## config.mk

```make
export PLATFORM = sky130hd
export DESIGN_NAME = riscv_decode
export DESIGN_NICKNAME = d
export VERILOG_FILES = /design/src/rtl/riscv_decode.sv
export SDC_FILE = /design/constraint.sdc
export NUM_CORES = 1
export LEC_CHECK = 0
export CAP_MARGIN = 25
export CELL_PAD_IN_SITES_DETAIL_PLACEMENT = 0
export CELL_PAD_IN_SITES_GLOBAL_PLACEMENT = 1
export CORE_MARGIN = 1.5
export CORE_UTILIZATION = 32
export CTS_CLUSTER_DIAMETER = 30
export DETAILED_ROUTE_END_ITERATION = 10
export HOLD_SLACK_MARGIN = 0.03
export PLACE_DENSITY = 0.85
export SLEW_MARGIN = 30
export SYNTH_ARGS = -nofsm -noshare
export SYNTH_HDL_FRONTEND = slang
export SYNTH_SLANG_ARGS = --single-unit
export TNS_END_PERCENT = 100
```

## constraint.sdc

```tcl
create_clock -name clk -period 2.28 [get_ports clk]
set_input_delay 0.456 -clock clk [delete_from_list [all_inputs] [get_ports clk]]
set_output_delay 0.456 -clock clk [all_outputs]
set_load 0.05 [all_outputs]
```

## src/rtl/riscv_decode.sv

```systemverilog
// riscv_decode: decodes OP/OP-IMM/LUI/AUIPC into an ALU op/operand triple behind a 1-cycle output register.
// Valid/ready output: a stall holds every output stable, flush drops the held op, accept and consume may overlap.
module riscv_decode (
  input  logic        clk,
  input  logic        rst_n,
  input  logic        in_valid_i,
  output logic        in_ready_o,
  input  logic [31:0] instr_i,
  input  logic [31:0] pc_i,
  input  logic [31:0] rs1_data_i,
  input  logic [31:0] rs2_data_i,
  input  logic        flush_i,
  output logic        out_valid_o,
  input  logic        out_ready_i,
  output logic [3:0]  alu_op_o,
  output logic [31:0] alu_a_o,
  output logic [31:0] alu_b_o,
  output logic [4:0]  rd_o,
  output logic        rd_we_o,
  output logic        illegal_o,
  output logic [15:0] illegal_cnt_o
);

  localparam logic [6:0] OPC_OP     = 7'b0110011;
  localparam logic [6:0] OPC_OP_IMM = 7'b0010011;
  localparam logic [6:0] OPC_LUI    = 7'b0110111;
  localparam logic [6:0] OPC_AUIPC  = 7'b0010111;

  localparam logic [3:0] ALU_ADD  = 4'd0;
  localparam logic [3:0] ALU_AND  = 4'd1;
  localparam logic [3:0] ALU_SLL  = 4'd2;
  localparam logic [3:0] ALU_SRL  = 4'd3;
  localparam logic [3:0] ALU_OR   = 4'd4;
  localparam logic [3:0] ALU_XOR  = 4'd5;
  localparam logic [3:0] ALU_ONE  = 4'd6;
  localparam logic [3:0] ALU_ZERO = 4'd7;
  localparam logic [3:0] ALU_SRA  = 4'd8;
  localparam logic [3:0] ALU_LUI  = 4'd9;
  localparam logic [3:0] ALU_SUB  = 4'd10;

  typedef struct packed {
    logic [3:0]  op;
    logic [31:0] a;
    logic [31:0] b;
    logic [4:0]  rd;
    logic        rd_we;
    logic        illegal;
  } dec_t;

  dec_t        dec;
  dec_t        res_q, res_d;
  logic        out_valid_q, out_valid_d;
  logic [15:0] cnt_q, cnt_d;
  logic        accept;

  logic [6:0]  opcode;
  logic [6:0]  funct7;
  logic [2:0]  funct3;
  logic [31:0] imm_i, imm_u, opnd_b;
  logic [4:0]  shamt;
  logic        is_op, f7_ok, legal;
  logic [3:0]  op;
  logic [31:0] a, b;

  assign opcode = instr_i[6:0];
  assign funct3 = instr_i[14:12];
  assign funct7 = instr_i[31:25];
  assign imm_i  = {{20{instr_i[31]}}, instr_i[31:20]};
  assign imm_u  = {instr_i[31:12], 12'h000};
  assign is_op  = (opcode == OPC_OP);
  assign opnd_b = is_op ? rs2_data_i : imm_i;
  assign shamt  = is_op ? rs2_data_i[4:0] : instr_i[24:20];
  assign f7_ok  = (funct7 == 7'b0000000) ||
                  ((funct7 == 7'b0100000) && ((funct3 == 3'b000) || (funct3 == 3'b101)));

  always_comb begin
    legal = 1'b0;
    op    = ALU_ADD;
    a     = rs1_data_i;
    b     = opnd_b;
    case (opcode)
      OPC_OP, OPC_OP_IMM: begin
        // OP-IMM only polices funct7 on the shift encodings
        legal = (is_op || (funct3 == 3'b001) || (funct3 == 3'b101)) ? f7_ok : 1'b1;
        case (funct3)
          3'b000:  op = (is_op && funct7[5]) ? ALU_SUB : ALU_ADD;
          3'b001:  begin op = ALU_SLL; b = {27'd0, shamt}; end
          3'b101:  begin op = funct7[5] ? ALU_SRA : ALU_SRL; b = {27'd0, shamt}; end
          3'b100:  op = ALU_XOR;
          3'b110:  op = ALU_OR;
          3'b111:  op = ALU_AND;
          3'b010:  op = ($signed(rs1_data_i) < $signed(opnd_b)) ? ALU_ONE : ALU_ZERO;
          default: op = (rs1_data_i < opnd_b) ? ALU_ONE : ALU_ZERO;
        endcase
      end
      OPC_LUI: begin
        legal = 1'b1;
        op    = ALU_LUI;
        a     = 32'd0;
        b     = imm_u;
      end
      OPC_AUIPC: begin
        legal = 1'b1;
        op    = ALU_ADD;
        a     = pc_i;
        b     = imm_u;
      end
      default: legal = 1'b0;
    endcase
  end

  always_comb begin
    dec = '0;
    if (legal) begin
      dec.op    = op;
      dec.a     = a;
      dec.b     = b;
      dec.rd    = instr_i[11:7];
      dec.rd_we = |instr_i[11:7];
    end else begin
      dec.op      = ALU_ZERO;
      dec.illegal = 1'b1;
    end
  end

  assign in_ready_o = !flush_i && (!out_valid_q || out_ready_i);
  assign accept     = in_valid_i && in_ready_o;

  always_comb begin
    out_valid_d = out_valid_q;
    res_d       = res_q;
    cnt_d       = cnt_q;
    if (flush_i) begin
      out_valid_d = 1'b0;
    end else if (accept) begin
      out_valid_d = 1'b1;
      res_d       = dec;
      if (dec.illegal && (cnt_q != 16'hFFFF)) cnt_d = cnt_q + 16'd1;
    end else if (out_ready_i) begin
      out_valid_d = 1'b0;
    end
  end

  always_ff @(posedge clk or negedge rst_n) begin
    if (!rst_n) begin
      out_valid_q <= 1'b0;
      res_q       <= '0;
      cnt_q       <= 16'd0;
    end else begin
      out_valid_q <= out_valid_d;
      res_q       <= res_d;
      cnt_q       <= cnt_d;
    end
  end

  assign out_valid_o   = out_valid_q;
  assign alu_op_o      = res_q.op;
  assign alu_a_o       = res_q.a;
  assign alu_b_o       = res_q.b;
  assign rd_o          = res_q.rd;
  assign rd_we_o       = res_q.rd_we;
  assign illegal_o     = res_q.illegal;
  assign illegal_cnt_o = cnt_q;

endmodule

```

==> results_dict.tcl <==
set metrics [dict create \
    route.met3.wl_um 1470 \
    grt_max_degree 87 \
    clk_pin_slew_ps 70 \
    reg2reg_depth 7 \
    clockBufferDepth 2 \
    fmax_ghz 0.394 \
    synth.avg_cell_area_um2 9.15 \
    cts_tree "done" \
    failed_checks "negative setup slack" \
    clock_latency_ps 350 \
    drt-met1-wl_um 9120 \
    r2r_end "illegal_cnt_o[14]" \
    synth_seq_cells 92 \
    yosysWarnings 0 \
    worstHoldPathCells 2 \
    rsz0062_at_grt "true" \
    antenna_found_initial 1 \
    grt_pass1_vias 5707 \
    wl_met2_um 10100 \
    finalSetupViolCount 1 \
    period_share_pct 111 \
    syn-num-nets 767 \
    worstHoldEndpoint "alu_a_o[20]" \
    ir_drop_mv 0.502 \
    io-pin-count 226 \
    port_buffers 225 \
    worstSetupPathType "input pin to flip-flop" \
    wl_per_cell_um 18.6 \
    yosysSeqAreaShare_pct 41.8 \
    drt_iter0_markers 315 \
    die_area_um2 18000 \
    utilization_pct 56.9 \
    fin_ws_ps -257 \
    grt_pass1_wl_um 31800 \
    insertedDiodeCount 0 \
    cp-end-kind "flip-flop" \
    synth_cell_types 57 \
    syn-cell-area_um2 5510 \
    vias_per_cell 5.14 \
    status "finished, violations left" \
    required_ps 2540 \
    die_h_um 134 \
    clkSinkCount 92 \
    grtUsageTotal_pct 23.0 \
    layout_common_cells "clkdlybuf4s50_1 (215), nand2_1 (92), dfrtp_1 (92)" \
    drv_cap 0 \
    remaining_drc_errors 0 \
    drt_wl_total_um 21000 \
    postRouteAntennaNets 0 \
    grt_overflow_total 0 \
    clock_skew_ps 5.56 \
    fin_nets 1066 \
    rows 47 \
    synth_edf_count 0 \
    syn_inst 602 \
    root_buffer "clkbuf_16" \
    timing_hold_violations_final 0 \
    area_growth_pct 72.6 \
    place_hpwl_um 15400 \
    n_fill_cell 1535 \
    routed-via-count 5791 \
    async_flop_share_pct 100 \
    die_w_um 134 \
    cts_buffers 9 \
    drive_gt1_share_pct 21.2 \
    crit_path_start_kind "input pin" \
    path_max_fanout 6 \
    ys.flop_type "dfrtp_1" \
    first_pass_iters 5 \
    r2r_setup_slack_ps 390 \
    routed.top_layer "met5" \
    min_from "alu_a_o[20]" \
    core_area_um2 16700 \
    worst_slew_pin_slew_ps 593 \
    crit_arrival_ps 2800 \
    slew_headroom_pct 60.3 \
    total_power_mw 4.74 \
    total_leakage_power_nw 4.11 \
    cts_htree_levels 3 \
    timing.rr.start "illegal_cnt_o[2]" \
    layout_min_cycle_time_ps 2540 \
    hp-class "flip-flop to flip-flop" \
    gp_congestion 0.953 \
    slew_violations 0 \
    final_common_cell "clkdlybuf4s50_1" \
    startpoint "instr_i[2]" \
    initial_core_util_pct 33.0 \
    p_per_area_nw_per_um2 499 \
]
-- timing repair --
action,in CTS,in global routing
endpoints found under the setup margin,1,1
hold buffers,1,0
buffers inserted,2,9
resized for setup,38,59
pin swaps,11,26
gates cloned,3,1
hold endpoints to repair,20,0
-- cells in the mapped netlist, types with 3 or more instances --
library cell	count	area share [%]
nor2b_1	3	0.34
nand2_1	94	6.4
a2bb2oi_1	19	3.0
xnor2_1	4	0.64
xor2_1	12	1.9
o31ai_1	54	7.4
dfrtp_1	92	42
a211oi_1	3	0.41
inv_1	9	0.61
buf_2	15	1.4
o21ai_0	31	2.8
nor3_1	7	0.64
and3_1	33	3.7
nor2_1	23	1.6
a21oi_1	66	6.0
buf_4	4	0.55
nand3_1	8	0.73
o211ai_1	3	0.41
o21ai_1	3	0.27
nor4_1	3	0.34
and2_1	3	0.34
ha_1	32	7.3
nand4_1	9	1.0
mux2i_1	10	1.8
clkbuf_1	23	1.6
-- final cells by class --
cell class                 instances  area (um^2)  area share, %
tap                              220          275           2.90
timing repair buffer             332         3280           34.5
clock buffer                      10          229           2.41
multi-input combinational        457         3320           34.9
inverter                           9         33.8          0.355
clock inverter                     6         71.3          0.750
sequential                        92         2300           24.2
-- report_power, final --
| group | internal [mW] | total, mW | leakage [nW] | switching, mW |
|---|---|---|---|---|
| clock network | 0.862 | 1.58 | 0.140 | 0.716 |
| registers | 1.70 | 1.77 | 1.25 | 0.0744 |
| logic | 0.662 | 1.39 | 2.72 | 0.730 |
| total | 3.22 | 4.74 | 4.11 | 1.52 |
-- per-stage QoR --
stage                     setup slack (ps)  cell area [um^2]  cells  hold WS [ps]  TNS (ps)
after detailed placement             -1100              8650   1094           383    -11310
after floorplan                       -302              5530    602           160      -302
after CTS                             -472              9180   1116           481      -472
final                                 -257              9510   1126           477      -257
after global routing                  -333              9510   1126           501      -333
after global placement                -942              8650   1094           382    -13620
-- per-layer routing --
| metal | vias up | track usage (%) |
|---|---|---|
| met1 | 2740 | 30.4 |
| met2 | 210 | 37.5 |
| li1 | 2817 | - |
| met3 | 22 | 4.99 |
| met5 | - | 0 |
| met4 | 2 | 7.17 |
-- worst max-delay path, cell delays in order --
cell      delay, ps
buf_6            90
nand2b_4        140
nor3_4          180
buf_6           170
nor2b_4          70
buf_12          140
a21oi_4         160
ha_4            170
buf_6            90
nand2_2          40
or4_4           550
nor3_4          210
a311oi_1        120
nor3b_1         210
-- worst max path at each step --
stage	end	slack, ps	depth (start not counted)
after floorplan	alu_op_o[0]	-300	11
after global placement	alu_op_o[0]	-940	11
after detailed placement	alu_op_o[0]	-1100	11
after CTS	alu_op_o[0]	-470	13
after global routing	alu_op_o[0]	-330	14
final	alu_op_o[0]	-260	14
-- flip-flops by register name, summed over array words and instances, names as in the netlist --
signal	count
alu_op_o	4
alu_b_o	32
rd_we_o	1
out_valid_o	1
illegal_o	1
rd_o	5
illegal_cnt_o	16
alu_a_o	32
-- cell families after synthesis --
group / count (synthesis) / synth area share [%]
simple gates: 201 / 18.5
buf+inv: 53 / 4.50
fa+ha+maj: 32 / 7.27
xor+xnor: 16 / 2.54
mux: 11 / 2.09
flops: 92 / 41.8
compound gates: 197 / 23.3
No activity file was read; power rests on OpenSTA's default activity.
